File: config.mk
export PLATFORM = sky130hd
export DESIGN_NAME = pci_initiator_flat
export DESIGN_NICKNAME = d
export VERILOG_FILES = /design/src/rtl/pci_pkg.sv /design/src/rtl/pci_initiator_if.sv /design/src/rtl/pci_devsel_timer.sv /design/src/rtl/pci_initiator.sv /design/src/flat_wrapper.sv
export SDC_FILE = /design/constraint.sdc
export NUM_CORES = 1
export LEC_CHECK = 0
export ABC_AREA = 1
export BUFFER_PORTS_ARGS = -buffer_cell sky130_fd_sc_hd__buf_2
export CORE_ASPECT_RATIO = 1.4
export CORE_MARGIN = 1
export CORE_UTILIZATION = 28
export DETAILED_ROUTE_END_ITERATION = 10
export MAX_ROUTING_LAYER = met4
export PLACE_DENSITY = 0.59
export SYNTH_ARGS = -nofsm -noshare
export SYNTH_HDL_FRONTEND = slang
export SYNTH_SLANG_ARGS = --single-unit
File: constraint.sdc
create_clock -name clk -period 2.4 [get_ports clk]
set_clock_uncertainty 0.15 [all_clocks]
set_input_delay 0.24 -clock clk [delete_from_list [all_inputs] [get_ports clk]]
set_output_delay 0.24 -clock clk [all_outputs]
set_load 0.005 [all_outputs]
File: src/rtl/pci_pkg.sv
// Shared definitions for the PCI initiator: FSM states, command codes, idle bus values.
// Latency: n/a (types and constants only).
// Backpressure: n/a.
package pci_pkg;

   typedef enum logic [2:0] {
      ST_IDLE = 3'd0,
      ST_REQ  = 3'd1,
      ST_ADDR = 3'd2,
      ST_DATA = 3'd3,
      ST_TURN = 3'd4
   } state_t;

   localparam logic [3:0]  CMD_MEM_READ  = 4'b0110;
   localparam logic [3:0]  CMD_MEM_WRITE = 4'b0111;

   // Values driven when the initiator does not own the bus.
   localparam logic [3:0]  CBE_IDLE      = 4'hF;
   localparam logic [3:0]  CBE_ALL_BYTES = 4'h0;
   localparam logic [31:0] AD_IDLE       = 32'h0;

   // Odd-numbered PCI commands in the memory/IO groups are writes.
   function automatic logic is_write_cmd(input logic [3:0] c);
      return c[0];
   endfunction

endpackage

File: src/rtl/pci_initiator_if.sv
// Local command + PCI bus signals of one initiator, grouped for a single port.
// Latency: n/a (wiring only).
// Backpressure: n/a; flow control lives in the gnt_n/trdy_n/devsel_n handshakes.
// Ports: master = initiator side (drives REQ#, FRAME#, IRDY#, AD, C/BE#, local status);
//        slave  = environment side (arbiter, target, local command source).
interface pci_initiator_if #(
   parameter int MAX_WORDS = 4
);
   localparam int CNT_W = $clog2(MAX_WORDS + 1);

   // local command side
   logic             start;
   logic [3:0]       cmd;
   logic [31:0]      addr;
   logic [CNT_W-1:0] num_words;
   logic [31:0]      wdata;
   logic             wr_ack;
   logic [31:0]      rdata;
   logic             rd_valid;
   logic             busy;
   logic             done;
   logic             abort;
   // PCI bus side
   logic             req_n;
   logic             gnt_n;
   logic             frame_n_i;
   logic             irdy_n_i;
   logic             trdy_n;
   logic             devsel_n;
   logic [31:0]      ad_i;
   logic             frame_n_o;
   logic             irdy_n_o;
   logic             ctl_oe;
   logic [31:0]      ad_o;
   logic [3:0]       cbe_n_o;
   logic             ad_oe;

   modport master (
      input  start, cmd, addr, num_words, wdata,
      input  gnt_n, frame_n_i, irdy_n_i, trdy_n, devsel_n, ad_i,
      output wr_ack, rdata, rd_valid, busy, done, abort,
      output req_n, frame_n_o, irdy_n_o, ctl_oe, ad_o, cbe_n_o, ad_oe
   );

   modport slave (
      output start, cmd, addr, num_words, wdata,
      output gnt_n, frame_n_i, irdy_n_i, trdy_n, devsel_n, ad_i,
      input  wr_ack, rdata, rd_valid, busy, done, abort,
      input  req_n, frame_n_o, irdy_n_o, ctl_oe, ad_o, cbe_n_o, ad_oe
   );

endinterface

File: src/rtl/pci_devsel_timer.sv
// DEVSEL# watchdog: flags master abort when no target claims the cycle in time.
// Latency: expired asserts TIMEOUT clocks of unclaimed data phase after load.
// Backpressure: none; counting pauses outside en, stops for good once DEVSEL# is seen.
// Ports: clk, rst (sync, active-high); load (initiator in address phase);
//        en (initiator in data phase); devsel_n (target claim); expired (abort now).
// Only instantiated when PCI_MASTER_ABORT_EN is defined.
module pci_devsel_timer #(
   parameter int TIMEOUT = 5
) (
   input  logic clk,
   input  logic rst,
   input  logic load,
   input  logic en,
   input  logic devsel_n,
   output logic expired
);
   localparam int CW = $clog2(TIMEOUT + 1);

   logic [CW-1:0] cnt_q;
   logic          claimed_q;

   always_ff @(posedge clk) begin
      if (rst || load) begin
         cnt_q     <= '0;
         claimed_q <= 1'b0;
      end else if (en) begin
         if (!devsel_n) begin
            claimed_q <= 1'b1;
         end else if (cnt_q != CW'(TIMEOUT)) begin
            cnt_q <= cnt_q + CW'(1);
         end
      end
   end

   assign expired = ~claimed_q & (cnt_q == CW'(TIMEOUT));

endmodule

File: src/rtl/pci_initiator.sv
// PCI bus master: REQ#/GNT# arbitration, one address phase, 1..MAX_WORDS data phases, turnaround.
// Latency: 3+N clocks from sampled grant (bus idle) to done with TRDY# held low; +1 per wait state.
// Backpressure: waits on GNT# with idle bus; TRDY#=1 stalls a data phase with all outputs held.
// Ports: clk, rst (sync, active-high); bus (pci_initiator_if.master: local command/status + PCI pins).
// Build option PCI_MASTER_ABORT_EN: DEVSEL# timeout ends the burst with done+abort; otherwise abort=0.
module pci_initiator
   import pci_pkg::*;
#(
   parameter int MAX_WORDS      = 4,
   parameter int DEVSEL_TIMEOUT = 5
) (
   input  logic            clk,
   input  logic            rst,
   pci_initiator_if.master bus
);
   localparam int CNT_W = $clog2(MAX_WORDS + 1);

   state_t           state_q, state_d;
   logic [3:0]       cmd_q;
   logic [31:0]      addr_q;
   logic [CNT_W-1:0] remaining_q;
   logic [31:0]      rdata_q;
   logic             rd_valid_q;
   logic             done_q;

   logic             is_write;
   logic             last_phase;
   logic             bus_idle;
   logic             xfer;
   logic             expired;

   logic             req_n_c, frame_n_c, irdy_n_c, ctl_oe_c, ad_oe_c;
   logic [31:0]      ad_o_c;
   logic [3:0]       cbe_n_c;

   assign is_write   = is_write_cmd(cmd_q);
   assign last_phase = (remaining_q == CNT_W'(1));
   assign bus_idle   = bus.frame_n_i & bus.irdy_n_i;
   // IRDY# is always low in DATA, so a transfer needs only target ready + claim.
   assign xfer       = (state_q == ST_DATA) & ~bus.trdy_n & ~bus.devsel_n & ~expired;

   // ---------------- state register ----------------
   always_ff @(posedge clk) begin
      if (rst) state_q <= ST_IDLE;
      else     state_q <= state_d;
   end

   // ---------------- next state ----------------
   always_comb begin
      state_d = state_q;
      case (state_q)
         ST_IDLE: if (bus.start)                  state_d = ST_REQ;
         ST_REQ:  if (!bus.gnt_n && bus_idle)     state_d = ST_ADDR;
         ST_ADDR:                                 state_d = ST_DATA;
         ST_DATA: if (expired || (xfer && last_phase)) state_d = ST_TURN;
         ST_TURN:                                 state_d = ST_IDLE;
         default:                                 state_d = ST_IDLE;
      endcase
   end

   // ---------------- burst bookkeeping ----------------
   always_ff @(posedge clk) begin
      if (rst) begin
         cmd_q       <= '0;
         addr_q      <= '0;
         remaining_q <= '0;
         rdata_q     <= '0;
         rd_valid_q  <= 1'b0;
         done_q      <= 1'b0;
      end else begin
         rd_valid_q <= 1'b0;
         done_q     <= 1'b0;
         case (state_q)
            ST_IDLE: if (bus.start) begin
               cmd_q       <= bus.cmd;
               addr_q      <= bus.addr;
               remaining_q <= (bus.num_words == '0) ? CNT_W'(1) : bus.num_words;
            end
            ST_DATA: if (xfer) begin
               remaining_q <= remaining_q - CNT_W'(1);
               if (!is_write) begin
                  rdata_q    <= bus.ad_i;
                  rd_valid_q <= 1'b1;
               end
            end
            // done lands in the first IDLE cycle, after the turnaround released the bus.
            ST_TURN: done_q <= 1'b1;
            default: ;
         endcase
      end
   end

   // ---------------- bus outputs ----------------
   always_comb begin
      req_n_c   = 1'b1;
      frame_n_c = 1'b1;
      irdy_n_c  = 1'b1;
      ctl_oe_c  = 1'b0;
      ad_oe_c   = 1'b0;
      ad_o_c    = AD_IDLE;
      cbe_n_c   = CBE_IDLE;
      case (state_q)
         ST_REQ: req_n_c = 1'b0;
         ST_ADDR: begin
            frame_n_c = 1'b0;
            ctl_oe_c  = 1'b1;
            ad_oe_c   = 1'b1;
            ad_o_c    = addr_q;
            cbe_n_c   = cmd_q;
         end
         ST_DATA: begin
            // FRAME# goes high to mark the final phase (or a master abort).
            frame_n_c = last_phase | expired;
            irdy_n_c  = 1'b0;
            ctl_oe_c  = 1'b1;
            cbe_n_c   = CBE_ALL_BYTES;
            if (is_write) begin
               ad_oe_c = 1'b1;
               ad_o_c  = bus.wdata;
            end
         end
         // Drive FRAME#/IRDY# high for one clock before floating them.
         ST_TURN: ctl_oe_c = 1'b1;
         default: ;
      endcase
   end

   assign bus.req_n     = req_n_c;
   assign bus.frame_n_o = frame_n_c;
   assign bus.irdy_n_o  = irdy_n_c;
   assign bus.ctl_oe    = ctl_oe_c;
   assign bus.ad_oe     = ad_oe_c;
   assign bus.ad_o      = ad_o_c;
   assign bus.cbe_n_o   = cbe_n_c;
   assign bus.busy      = (state_q != ST_IDLE);
   assign bus.done      = done_q;
   assign bus.wr_ack    = xfer & is_write;
   assign bus.rd_valid  = rd_valid_q;
   assign bus.rdata     = rdata_q;

`ifdef PCI_MASTER_ABORT_EN
   logic timer_load, timer_en;
   logic abort_flag_q, abort_q;

   assign timer_load = (state_q == ST_ADDR);
   assign timer_en   = (state_q == ST_DATA);

   pci_devsel_timer #(
      .TIMEOUT (DEVSEL_TIMEOUT)
   ) u_devsel_timer (
      .clk      (clk),
      .rst      (rst),
      .load     (timer_load),
      .en       (timer_en),
      .devsel_n (bus.devsel_n),
      .expired  (expired)
   );

   always_ff @(posedge clk) begin
      if (rst) begin
         abort_flag_q <= 1'b0;
         abort_q      <= 1'b0;
      end else begin
         abort_q <= 1'b0;
         if (state_q == ST_IDLE)                abort_flag_q <= 1'b0;
         else if (state_q == ST_DATA && expired) abort_flag_q <= 1'b1;
         if (state_q == ST_TURN)                abort_q      <= abort_flag_q;
      end
   end

   assign bus.abort = abort_q;
`else
   logic unused_timeout_cfg;
   assign unused_timeout_cfg = (DEVSEL_TIMEOUT > 0);
   assign expired   = 1'b0;
   assign bus.abort = 1'b0;
`endif

endmodule

File: src/flat_wrapper.sv
// flat-port wrapper written by rule: the top's interface ports become plain ports
module pci_initiator_flat import pci_pkg::*;
#(
   parameter int MAX_WORDS      = 4,
   parameter int DEVSEL_TIMEOUT = 5
)
  (clk, rst, bus_start, bus_cmd, bus_addr, bus_num_words, bus_wdata, bus_gnt_n, bus_frame_n_i, bus_irdy_n_i, bus_trdy_n, bus_devsel_n, bus_ad_i, bus_wr_ack, bus_rdata, bus_rd_valid, bus_busy, bus_done, bus_abort, bus_req_n, bus_frame_n_o, bus_irdy_n_o, bus_ctl_oe, bus_ad_o, bus_cbe_n_o, bus_ad_oe);
  pci_initiator_if #(.MAX_WORDS(MAX_WORDS)) bus_i ();
  input  logic clk;
  input  logic rst;
  input wire logic [$bits(bus_i.start)-1:0] bus_start;
  input wire logic [$bits(bus_i.cmd)-1:0] bus_cmd;
  input wire logic [$bits(bus_i.addr)-1:0] bus_addr;
  input wire logic [$bits(bus_i.num_words)-1:0] bus_num_words;
  input wire logic [$bits(bus_i.wdata)-1:0] bus_wdata;
  input wire logic [$bits(bus_i.gnt_n)-1:0] bus_gnt_n;
  input wire logic [$bits(bus_i.frame_n_i)-1:0] bus_frame_n_i;
  input wire logic [$bits(bus_i.irdy_n_i)-1:0] bus_irdy_n_i;
  input wire logic [$bits(bus_i.trdy_n)-1:0] bus_trdy_n;
  input wire logic [$bits(bus_i.devsel_n)-1:0] bus_devsel_n;
  input wire logic [$bits(bus_i.ad_i)-1:0] bus_ad_i;
  output wire logic [$bits(bus_i.wr_ack)-1:0] bus_wr_ack;
  output wire logic [$bits(bus_i.rdata)-1:0] bus_rdata;
  output wire logic [$bits(bus_i.rd_valid)-1:0] bus_rd_valid;
  output wire logic [$bits(bus_i.busy)-1:0] bus_busy;
  output wire logic [$bits(bus_i.done)-1:0] bus_done;
  output wire logic [$bits(bus_i.abort)-1:0] bus_abort;
  output wire logic [$bits(bus_i.req_n)-1:0] bus_req_n;
  output wire logic [$bits(bus_i.frame_n_o)-1:0] bus_frame_n_o;
  output wire logic [$bits(bus_i.irdy_n_o)-1:0] bus_irdy_n_o;
  output wire logic [$bits(bus_i.ctl_oe)-1:0] bus_ctl_oe;
  output wire logic [$bits(bus_i.ad_o)-1:0] bus_ad_o;
  output wire logic [$bits(bus_i.cbe_n_o)-1:0] bus_cbe_n_o;
  output wire logic [$bits(bus_i.ad_oe)-1:0] bus_ad_oe;
  assign bus_i.start = bus_start;
  assign bus_i.cmd = bus_cmd;
  assign bus_i.addr = bus_addr;
  assign bus_i.num_words = bus_num_words;
  assign bus_i.wdata = bus_wdata;
  assign bus_i.gnt_n = bus_gnt_n;
  assign bus_i.frame_n_i = bus_frame_n_i;
  assign bus_i.irdy_n_i = bus_irdy_n_i;
  assign bus_i.trdy_n = bus_trdy_n;
  assign bus_i.devsel_n = bus_devsel_n;
  assign bus_i.ad_i = bus_ad_i;
  assign bus_wr_ack = bus_i.wr_ack;
  assign bus_rdata = bus_i.rdata;
  assign bus_rd_valid = bus_i.rd_valid;
  assign bus_busy = bus_i.busy;
  assign bus_done = bus_i.done;
  assign bus_abort = bus_i.abort;
  assign bus_req_n = bus_i.req_n;
  assign bus_frame_n_o = bus_i.frame_n_o;
  assign bus_irdy_n_o = bus_i.irdy_n_o;
  assign bus_ctl_oe = bus_i.ctl_oe;
  assign bus_ad_o = bus_i.ad_o;
  assign bus_cbe_n_o = bus_i.cbe_n_o;
  assign bus_ad_oe = bus_i.ad_oe;
  pci_initiator #(.MAX_WORDS(MAX_WORDS), .DEVSEL_TIMEOUT(DEVSEL_TIMEOUT)) u_core (.clk(clk), .rst(rst), .bus(bus_i));
endmodule
==> impl_results.rst <==
.. list-table::
   :header-rows: 1

   * - Metric
     - Value
   * - Resized cells post-CTS
     - 0
   * - Die W
     - between 90 and 100 µm
   * - Seq. cell area
     - around 0.0015 mm²
   * - Fraction of registers with async set or reset after synthesis
     - 0
   * - Number of vias after detailed routing
     - about 3.6k
   * - Initial antenna violation count
     - 0
   * - Congestion Overflow GR
     - 0
   * - Clock Root Buffer
     - sky130_fd_sc_hd__clkbuf_16
   * - Min-Delay Startpoint
     - bus_ad_i[14]
   * - Sequential-to-total area share from yosys stat
     - 0.458
   * - Hold Path Class
     - primary input to register
   * - Max Cap Violations
     - 0
   * - Layout-stage area growth over the synthesis result
     - 42.8%
   * - Flop and latch count out of synthesis
     - between 70 and 80
   * - Share of final-layout standard cells stronger than drive strength 1
     - 0.341
   * - Max incr delay on CP
     - ~0.52 ns
   * - Pins Over Slew Limit
     - 0
   * - Wire length per cell after detailed routing
     - about 12 µm
   * - Crit end category
     - output port
   * - Post-place instance area
     - 0.00433 mm²
   * - Run status
     - finished clean
   * - Power Density
     - approximately 810 mW/mm²
   * - Total nets after synthesis
     - 569
   * - Buffers added on ports
     - roughly 190
   * - Half-perimeter wire length after detailed placement
     - around 7100 µm
   * - Leading register cell type out of synthesis
     - sky130_fd_sc_hd__dfxtp_1
   * - Number of enable-type register cells in the synthesized netlist
     - 0
   * - Share of the cycle needed by the critical path after routing
     - 0.863
   * - Post-layout minimum cycle time
     - around 2.1 ns
   * - Critical path origin
     - u_core.state_q[0]
   * - Detailed-router iteration count before antenna repair
     - 4
   * - Total core area
     - between 0.01 and 0.015 mm²
   * - Startpoint Class
     - register
   * - Antenna diodes
     - 0
   * - Fillcell total
     - approximately 1.2k
   * - Average via count per standard cell
     - between 4 and 5
   * - DP Cell Count
     - 760
   * - Synthesized cell area
     - approximately 0.0033 mm²
   * - CTS Buffer Depth
     - 2
   * - Die height
     - ~130 µm
   * - Total wire length after detailed routing
     - ~9700 µm
   * - Wire length of the first global-routing pass
     - about 15000 µm
   * - Clock Sinks
     - 76
   * - Slowest cell on crit path
     - sky130_fd_sc_hd__dfxtp_1
   * - All-Layer GR Usage
     - 0.163
   * - Via count of the first global-routing pass
     - 3370
   * - P_leak
     - ~2.2 nW
   * - Post-route setup TNS
     - 0 ns
   * - Standard-cell row count
     - 46
   * - Die ar.
     - around 0.012 mm²
   * - Initial DRC Count
     - ~120
   * - Maximum number of pins on one net before global-route repair
     - 41
   * - CP cell instances
     - nand2_2, nor2_4, buf_12, nand3_1, o21ai_0, buf_2
   * - Clock tree from TritonCTS
     - done
   * - Yosys warns
     - 0
   * - Clock-pin slew reported for the worst setup and hold paths after clock tree synthesis
     - 0.06 ns
   * - Family with the most delay on the worst path
     - flip-flops
   * - Req. time, crit path
     - 2.01 ns
   * - Hold violation total from the final report
     - 0
   * - Initial core utilization
     - 0.290
   * - R2R Path Start
     - u_core.state_q[0]
   * - Global placement routability congestion
     - approximately 0.78
   * - Clock insertion delay at the later pin of the skew report
     - between 0.3 and 0.4 ns
   * - TritonCTS buffer count
     - 9
   * - Worst-path maximum fanout
     - 28
   * - Number of cells produced by synthesis
     - roughly 460
   * - Area taken by multi-input logic gates
     - between 0.001 and 0.0015 mm²
   * - Critical path buffer and inverter count
     - 2
   * - Post-synthesis cell type count
     - 23
   * - Unrepaired setup endpoints after global routing
     - false
   * - WP data arrival
     - roughly 1.7 ns
   * - Post-route insts no fill
     - 786
   * - Kind of critical path
     - register to output port
   * - Number of nets with antenna violations after routing
     - 0
   * - Count of endpoints failing setup in the final report
     - 0
   * - Top-Level Pins
     - around 190
   * - Post-layout nets
     - 751
   * - Peak clock frequency supported by timing
     - approximately 0.48 GHz
   * - Total DRC errors in the routed layout
     - 0
   * - Maximum level of the CTS H-tree
     - 3
   * - Syn_area_per_cell
     - about 7.3 µm²
   * - Commonest cells after routing, fill and taps aside
     - 187 x sky130_fd_sc_hd__buf_2, 82 x sky130_fd_sc_hd__nand2_1, 76 x sky130_fd_sc_hd__dfxtp_1
   * - Peak VDD IR
     - approximately 0.36 mV
   * - Most frequent standard cell in the layout excluding fill and tap cells
     - sky130_fd_sc_hd__buf_2
   * - Final instance area
     - 0.00474 mm²
## Yosys cell counts, types with 2 or more instances
| cell | instances | area [µm²] |
|---|---|---|
| sky130_fd_sc_hd__nand3_1 | 37 | 185 |
| sky130_fd_sc_hd__nand3_4 | 2 | 35.0 |
| sky130_fd_sc_hd__clkbuf_1 | 14 | 52.6 |
| sky130_fd_sc_hd__nor2_1 | 15 | 56.3 |
| sky130_fd_sc_hd__inv_1 | 49 | 184 |
| sky130_fd_sc_hd__buf_2 | 8 | 40.0 |
| sky130_fd_sc_hd__o21ai_1 | 9 | 45.0 |
| sky130_fd_sc_hd__nor2_4 | 3 | 33.8 |
| sky130_fd_sc_hd__o21ai_0 | 70 | 350 |
| sky130_fd_sc_hd__dfxtp_1 | 76 | 1520 |
| sky130_fd_sc_hd__ha_1 | 2 | 25.0 |
| sky130_fd_sc_hd__buf_4 | 8 | 60.1 |
| sky130_fd_sc_hd__a21oi_1 | 70 | 350 |
| sky130_fd_sc_hd__buf_6 | 3 | 33.8 |
| sky130_fd_sc_hd__nand2_1 | 82 | 308 |
## what timing repair did
action	CTS	global route
hold endpoints to repair	8	0
hold buffers	8	0
setup endpoints to repair	0	1
setup buffers	0	3
## power by group
part / internal, W / total, W / switching [W]
logic: 0.000352 / 0.000922 / 0.000570
registers: 0.00142 / 0.00148 / 0.0000655
clock network: 0.000933 / 0.00143 / 0.000499
total: 0.00270 / 0.00384 / 0.00113
## path summary, 6_finish.rpt
kind                               end  slack [ns]  depth (start not counted)
setup / recovery          bus_ad_o[18]        0.33                          6
hold reg to reg       u_core.addr_q[3]        0.30                          2
hold / removal    u_core.bus.rdata[14]        0.01                          3
setup reg to reg   u_core.bus.rdata[8]        0.50                          7
## worst min-delay path: stages
cell and delay [ns]:
sky130_fd_sc_hd__buf_2 0.10, sky130_fd_sc_hd__nand2_1 0.05, sky130_fd_sc_hd__a21oi_1 0.05
## flip-flops by register name, indices dropped and copies added, names as in the netlist
signal / cells
u_core.bus.rd_valid: 1
u_core.cmd_q: 4
u_core.remaining_q: 3
u_core.bus.done: 1
u_core.state_q: 3
u_core.bus.rdata: 32
u_core.addr_q: 32
## layer usage
metal  up-vias  GRT usage  wire length, µm
met3         9     0.0428              650
li1       1850          -                -
met5         -          -                0
met1      1558      0.183             4260
met4         0     0.0597              120
met2       147      0.277             4660
## final cells by class
type / count / share of cell area
sequential: 76 / 0.321
multi-input combinational: 295 / 0.299
timing repair buffer: 205 / 0.235
clock buffer: 11 / 0.0512
inverter: 51 / 0.0406
tap: 144 / 0.0380
clock inverter: 4 / 0.0156
## cell families after synthesis
kind of cell | after synthesis | share of synthesized area
compound gates | 149 | 0.224
other cells | 1 | 0.00113
flops | 76 | 0.458
fa+ha+maj | 2 | 0.00753
buf+inv | 85 | 0.115
simple gates | 143 | 0.194
## metrics by stage
| stage | hold WS [ns] | util | power, W | worst slack (ns) |
|---|---|---|---|---|
| 2_1_floorplan | 0.233 | - | 0.00206 | 0.884 |
| 3_3_place_gp | 0.285 | 0.378 | 0.00239 | 0.573 |
| 3_5_place_dp | 0.292 | 0.378 | 0.00241 | 0.489 |
| 4_1_cts | 0.0000935 | 0.412 | 0.00389 | 0.144 |
| 5_1_grt | 0.00589 | 0.414 | 0.00409 | 0.119 |
| 6_report | 0.0145 | 0.414 | 0.00384 | 0.328 |
(Power assumes the default switching activity.)
